$ cat config.mk
export PLATFORM = sky130hd
export DESIGN_NAME = axi_rd_credit_gate
export DESIGN_NICKNAME = d
export VERILOG_FILES = /design/src/rtl/axi_rd_credit_gate.sv
export SDC_FILE = /design/constraint.sdc
export NUM_CORES = 1
export LEC_CHECK = 0
export ABC_CLOCK_PERIOD_IN_PS = 4050
export BUFFER_PORTS_ARGS = -buffer_cell sky130_fd_sc_hd__buf_2
export CORE_ASPECT_RATIO = 0.6
export CORE_MARGIN = 2
export CORE_UTILIZATION = 51
export CTS_CLUSTER_SIZE = 12
export DETAILED_ROUTE_END_ITERATION = 8
export HOLD_SLACK_MARGIN = 0.06
export PLACE_DENSITY = 0.8
export SLEW_MARGIN = 20
export SYNTH_ARGS = -nofsm -noshare
export SYNTH_HDL_FRONTEND = slang
export SYNTH_SLANG_ARGS = --single-unit
$ cat constraint.sdc
create_clock -name clk -period 4.05 [get_ports clk]
set_input_delay 0.405 -clock clk [delete_from_list [all_inputs] [get_ports clk]]
set_output_delay 0.405 -clock clk [all_outputs]
set_load 0.02 [all_outputs]
$ cat src/rtl/axi_rd_credit_gate.sv
// rtl/axi_rd_credit_gate.sv - AXI read-channel credit gate with 2-entry AR FIFO; optional watchdog under RD_TIMEOUT_EN
module axi_rd_credit_gate #(
  parameter int ADDR_BITS       = 32,
  parameter int TID_WIDTH       = 8,
  parameter int BURST_LEN_WIDTH = 8,
  parameter int DATA_WIDTH      = 8,
  parameter int MAX_OUTSTANDING = 4,
  parameter int TIMEOUT_WIDTH   = 10
) (
  input  logic                                     clk,
  input  logic                                     rst,
  // AR from prefetcher
  input  logic                                     s_ar_valid,
  output logic                                     s_ar_ready,
  input  logic [ADDR_BITS-1:0]                     s_ar_addr,
  input  logic [BURST_LEN_WIDTH-1:0]               s_ar_len,
  input  logic [TID_WIDTH-1:0]                     s_ar_id,
  // AR to DRAM
  output logic                                     m_ar_valid,
  input  logic                                     m_ar_ready,
  output logic [ADDR_BITS-1:0]                     m_ar_addr,
  output logic [BURST_LEN_WIDTH-1:0]               m_ar_len,
  output logic [TID_WIDTH-1:0]                     m_ar_id,
  // R from DRAM
  input  logic                                     m_r_valid,
  output logic                                     m_r_ready,
  input  logic [DATA_WIDTH-1:0]                    m_r_data,
  input  logic                                     m_r_last,
  input  logic [TID_WIDTH-1:0]                     m_r_id,
  // R to prefetcher
  output logic                                     s_r_valid,
  input  logic                                     s_r_ready,
  output logic [DATA_WIDTH-1:0]                    s_r_data,
  output logic                                     s_r_last,
  output logic [TID_WIDTH-1:0]                     s_r_id,
  // status
  input  logic [TIMEOUT_WIDTH-1:0]                 timeoutCycles,
  output logic [$clog2(MAX_OUTSTANDING+1)-1:0]     outstandingCnt,
  output logic                                     errUnderflow,
  output logic                                     errTimeout
);

  localparam int CW = $clog2(MAX_OUTSTANDING + 1);
  localparam int EW = ADDR_BITS + BURST_LEN_WIDTH + TID_WIDTH;
  localparam logic [CW-1:0] MAX_C = CW'(MAX_OUTSTANDING);

  logic [EW-1:0] head_q, tail_q;
  logic [1:0]    fifo_cnt_q;
  logic [CW-1:0] credits_q;
  logic          err_uf_q;

  logic ar_take, ar_pop, r_hs, r_ret;
  logic [EW-1:0] s_entry;

  assign s_entry = {s_ar_addr, s_ar_len, s_ar_id};

  // Acceptance depends only on local state so there is no path from m_ar_ready.
  assign s_ar_ready = !rst && (fifo_cnt_q < 2'd2) && (credits_q != '0);
  assign m_ar_valid = (fifo_cnt_q != 2'd0);
  assign {m_ar_addr, m_ar_len, m_ar_id} = head_q;

  assign ar_take = s_ar_valid && s_ar_ready;
  assign ar_pop  = m_ar_valid && m_ar_ready;
  assign r_hs    = m_r_valid && s_r_ready;
  assign r_ret   = r_hs && m_r_last;

  // R channel is a pure wire-through.
  assign s_r_valid = m_r_valid;
  assign s_r_data  = m_r_data;
  assign s_r_last  = m_r_last;
  assign s_r_id    = m_r_id;
  assign m_r_ready = s_r_ready;

  assign outstandingCnt = MAX_C - credits_q;
  assign errUnderflow   = err_uf_q;

  // Two-entry AR FIFO; the head register drives m_ar_* directly so it stays stable under backpressure.
  always_ff @(posedge clk or posedge rst) begin
    if (rst) begin
      head_q     <= '0;
      tail_q     <= '0;
      fifo_cnt_q <= 2'd0;
    end else begin
      if (ar_pop) begin
        if (fifo_cnt_q == 2'd2)
          head_q <= tail_q;
        else if (ar_take)
          head_q <= s_entry;
      end else if (ar_take) begin
        if (fifo_cnt_q == 2'd0)
          head_q <= s_entry;
        else
          tail_q <= s_entry;
      end
      fifo_cnt_q <= fifo_cnt_q + {1'b0, ar_take} - {1'b0, ar_pop};
    end
  end

  // Credit counter: one credit per accepted burst, returned on RLAST; stray RLAST is flagged.
  always_ff @(posedge clk or posedge rst) begin
    if (rst) begin
      credits_q <= MAX_C;
      err_uf_q  <= 1'b0;
    end else begin
      if (ar_take && !r_ret)
        credits_q <= credits_q - 1'b1;
      else if (!ar_take && r_ret && (credits_q != MAX_C))
        credits_q <= credits_q + 1'b1;
      if (r_ret && (credits_q == MAX_C))
        err_uf_q <= 1'b1;
    end
  end

`ifdef RD_TIMEOUT_EN
  logic [TIMEOUT_WIDTH-1:0] wd_q;
  logic                     err_to_q;

  assign errTimeout = err_to_q;

  // Watchdog counts cycles without R progress while bursts are outstanding.
  always_ff @(posedge clk or posedge rst) begin
    if (rst) begin
      wd_q     <= '0;
      err_to_q <= 1'b0;
    end else begin
      if ((credits_q == MAX_C) || r_hs)
        wd_q <= '0;
      else if (wd_q != {TIMEOUT_WIDTH{1'b1}})
        wd_q <= wd_q + 1'b1;
      if ((timeoutCycles != '0) && (wd_q == timeoutCycles))
        err_to_q <= 1'b1;
    end
  end
`else
  logic unused_timeout;

  assign unused_timeout = ^timeoutCycles;
  assign errTimeout     = 1'b0;
`endif

endmodule

==> flow_summary.json <==
{
  "first_pass_iters": 4,
  "worst_slew_pin_slew_ns": 0.9714,
  "slew_viol_final": 0,
  "seq_area_frac_synth": 0.5367,
  "p_per_area_nw_per_um2": 791.2,
  "status": "finished, final reports clean",
  "p_total_mw": 4.426,
  "reg2reg_to": "head_q[9]",
  "hold_path_end": "tail_q[25]",
  "synth_top_area_share": 0.5312,
  "yosysTopAreaCell": "dfrtp_1",
  "placed_area_sq_um": 5271,
  "row_count": 27,
  "finish.utilization": 0.6133,
  "crit_path_frequent_cell": "ha_1",
  "diodes": 0,
  "dp.cells": 521,
  "cap_violations": 0,
  "final_cells": 536,
  "die_y_um": 78.82,
  "post-route-period-util": 0.7050,
  "cp_data_arrival_time_ns": 3.07,
  "cts_buffer_depth": 2,
  "hold_buffers": 0,
  "period_needed_ns": 2.855,
  "hold_viol": 0,
  "yosysMostFrequentCell": "mux2_2",
  "worstHoldStart": "s_ar_addr[9]",
  "grt_pass1_vias": 3014,
  "maxSlewHeadroom": 0.3524,
  "fin_setup_tns_ns": 0,
  "fin_worst_skew_ns": 0.006943,
  "wl_per_cell_um": 16.89,
  "grt_antenna_before_repair": 0,
  "dieArea_sq_um": 10140,
  "syn_to_final_growth_pct": 17.57,
  "crit_chain": "inv_1, ha_1, ha_1, nor4b_4, inv_2, ha_1, a221oi_4, buf_4, mux2_2",
  "num_vias": 2834,
  "dp_hpwl_mm": 6.322,
  "htreeDepth": 3,
  "post_cts_buffers": 0,
  "ys_types": 32,
  "drc": 0,
  "cts-resized-gates": 0,
  "slowest_delay_ns": 0.39,
  "crit_path_end_kind": "register",
  "drive_gt1_frac": 0.6286,
  "rsz0062_at_grt": "false",
  "drt_iter0_drc": 110,
  "overflow": 0,
  "r2r_start": "credits_q[0]",
  "reg2regPathDepth": 9,
  "tritoncts": "done",
  "io-pin-count": 155,
  "dp_slack_ns": 1.179,
  "p_leak_nw": 2.668,
  "cts.clk_slew.worst_paths_ns": 0.07,
  "synth_ff_type": "dfrtp_1",
  "crit_path_start_kind": "register",
  "grt_pass1_wl_mm": 14.62,
  "start_util": 0.5217,
  "synth-edff-count": 0,
  "finalInstanceArea_sq_um": 5594,
  "hold-worst-slack_ns": 0.3102,
  "yosys-top-cells-count": "124 x mux2_2, 101 x dfrtp_1, 23 x buf_4",
  "antenna_violating_nets_post_route": 0,
  "synth_area_sq_um": 4758,
  "port_buffers": 111,
  "clock-root-buffer": "clkbuf_16",
  "holdCritPathClass": "input pin to register",
  "synth_area_leaders": "dfrtp_1 53%, mux2_2 29%, mux2_1 4.7%, buf_4 3.6%, ha_1 1.6%",
  "postSynthCellCount": 323,
  "avgSynthCellArea_sq_um": 14.73,
  "die_w_um": 128.7,
  "timing.final.ws_setup_ns": 1.195,
  "gp_congestion": 0.8175,
  "grt_max_degree": 79,
  "yosysWarnings": 0,
  "core_area_sq_um": 9121,
  "synth_nets": 411,
  "fmax_mhz": 350.2,
  "worstSetupPathType": "register to register",
  "synth_seq_cells": 102,
  "setup_viol": 0,
  "routed_wl_mm": 9.053,
  "numCtsBuffers": 9,
  "r2r_setup_slack_ns": 1.19,
  "track_usage": 0.1855,
  "finalNetCount": 504,
  "irDropWorstVdd_mv": 0.3464,
  "holdPathStages": 2,
  "viasPerCell": 5.287,
  "clk-insertion-delay-late_ns": 0.34,
  "critPathMaxFanout": 25,
  "cp_slowest_cell": "nor4b_4",
  "worstPathRequired_ns": 4.27,
  "synthArstFlopShare": 1.000,
  "cts_sinks": 102
}
## how the worst max path moves through the flow
stage | end | start | cells after the start
2_1_floorplan | credits_q[0] | rst | 1
3_3_place_gp | head_q[8] | credits_q[0] | 9
3_5_place_dp | head_q[9] | credits_q[0] | 9
4_1_cts | head_q[9] | credits_q[0] | 9
5_1_grt | head_q[9] | credits_q[0] | 9
6_report | head_q[9] | credits_q[0] | 9
## registers in the layout, summed over array words and instances, names as in the netlist
register / flops
tail_q: 48
credits_q: 3
errUnderflow: 1
fifo_cnt_q: 2
head_q: 48
## kinds of logic (layout without fill, tap and decap cells)
family,after synthesis,count (layout),share of synthesized area
AND/OR/NAND/NOR,15,15,0.02314
flip-flops,102,102,0.5367
other,1,1,0.0007881
buffers and inverters,45,142,0.05916
XOR/XNOR,3,3,0.005523
adder cells (fa/ha/maj),7,7,0.01998
AO/OA/AOI/OAI,4,4,0.009730
multiplexers,146,146,0.3450
## layer usage
metal	vias up	GRT usage	routed length, um
li1	1305	-	-
met1	1432	0.2336	4073
met2	86	0.3005	4244
met3	11	0.07008	646
met4	0	0.05543	89
met5	-	0	0
## worst max-delay path, delay by kind of cell, from the launching register on
kind / cells / cell delay, ns
simple gates: 1 / 0.39
flops: 1 / 0.34
fa+ha+maj: 3 / 0.73
compound gates: 1 / 0.25
buf+inv: 3 / 0.63
mux: 1 / 0.39
## placed cells by master, fill, tap and decap left out, drive strengths merged
cell      Yosys  routed
clkinv        0       1
mux2        144     144
dfrtp       101     101
clkbuf        7      10
and2          1       1
nand2         1       1
o21ai         1       1
o211ai        1       1
nand3         2       2
conb          1       1
nand3b        1       1
nor4b         1       1
nand2b        1       1
mux2i         2       2
a221oi        1       1
nor3          1       1
or2           1       1
ha            6       6
bufinv        0       2
inv           9       9
fa            1       1
buf          29     118
dfstp         1       1
nand4         2       2
a21o          1       1
nand4b        1       1
nor2b         1       1
clkinvlp      0       2
xnor2         3       3
and3          1       1
or4           1       1
## power by group
group	total (mW)	switching [mW]	internal, mW
clock network	0.920	0.364	0.556
logic	1.72	0.892	0.829
registers	1.78	0.256	1.53
total	4.43	1.51	2.91
## layout make-up
class	instances	area, sq um
Sequential cell	102	2554
Fill cell	727	3527
Multi-Input combinational cell	176	1928
Clock inverter	5	83.83
Inverter	9	36.28
Timing Repair Buffer	118	608.1
Clock buffer	10	239.0
Tap cell	116	145.1
No activity file was read; power rests on OpenSTA's default activity.
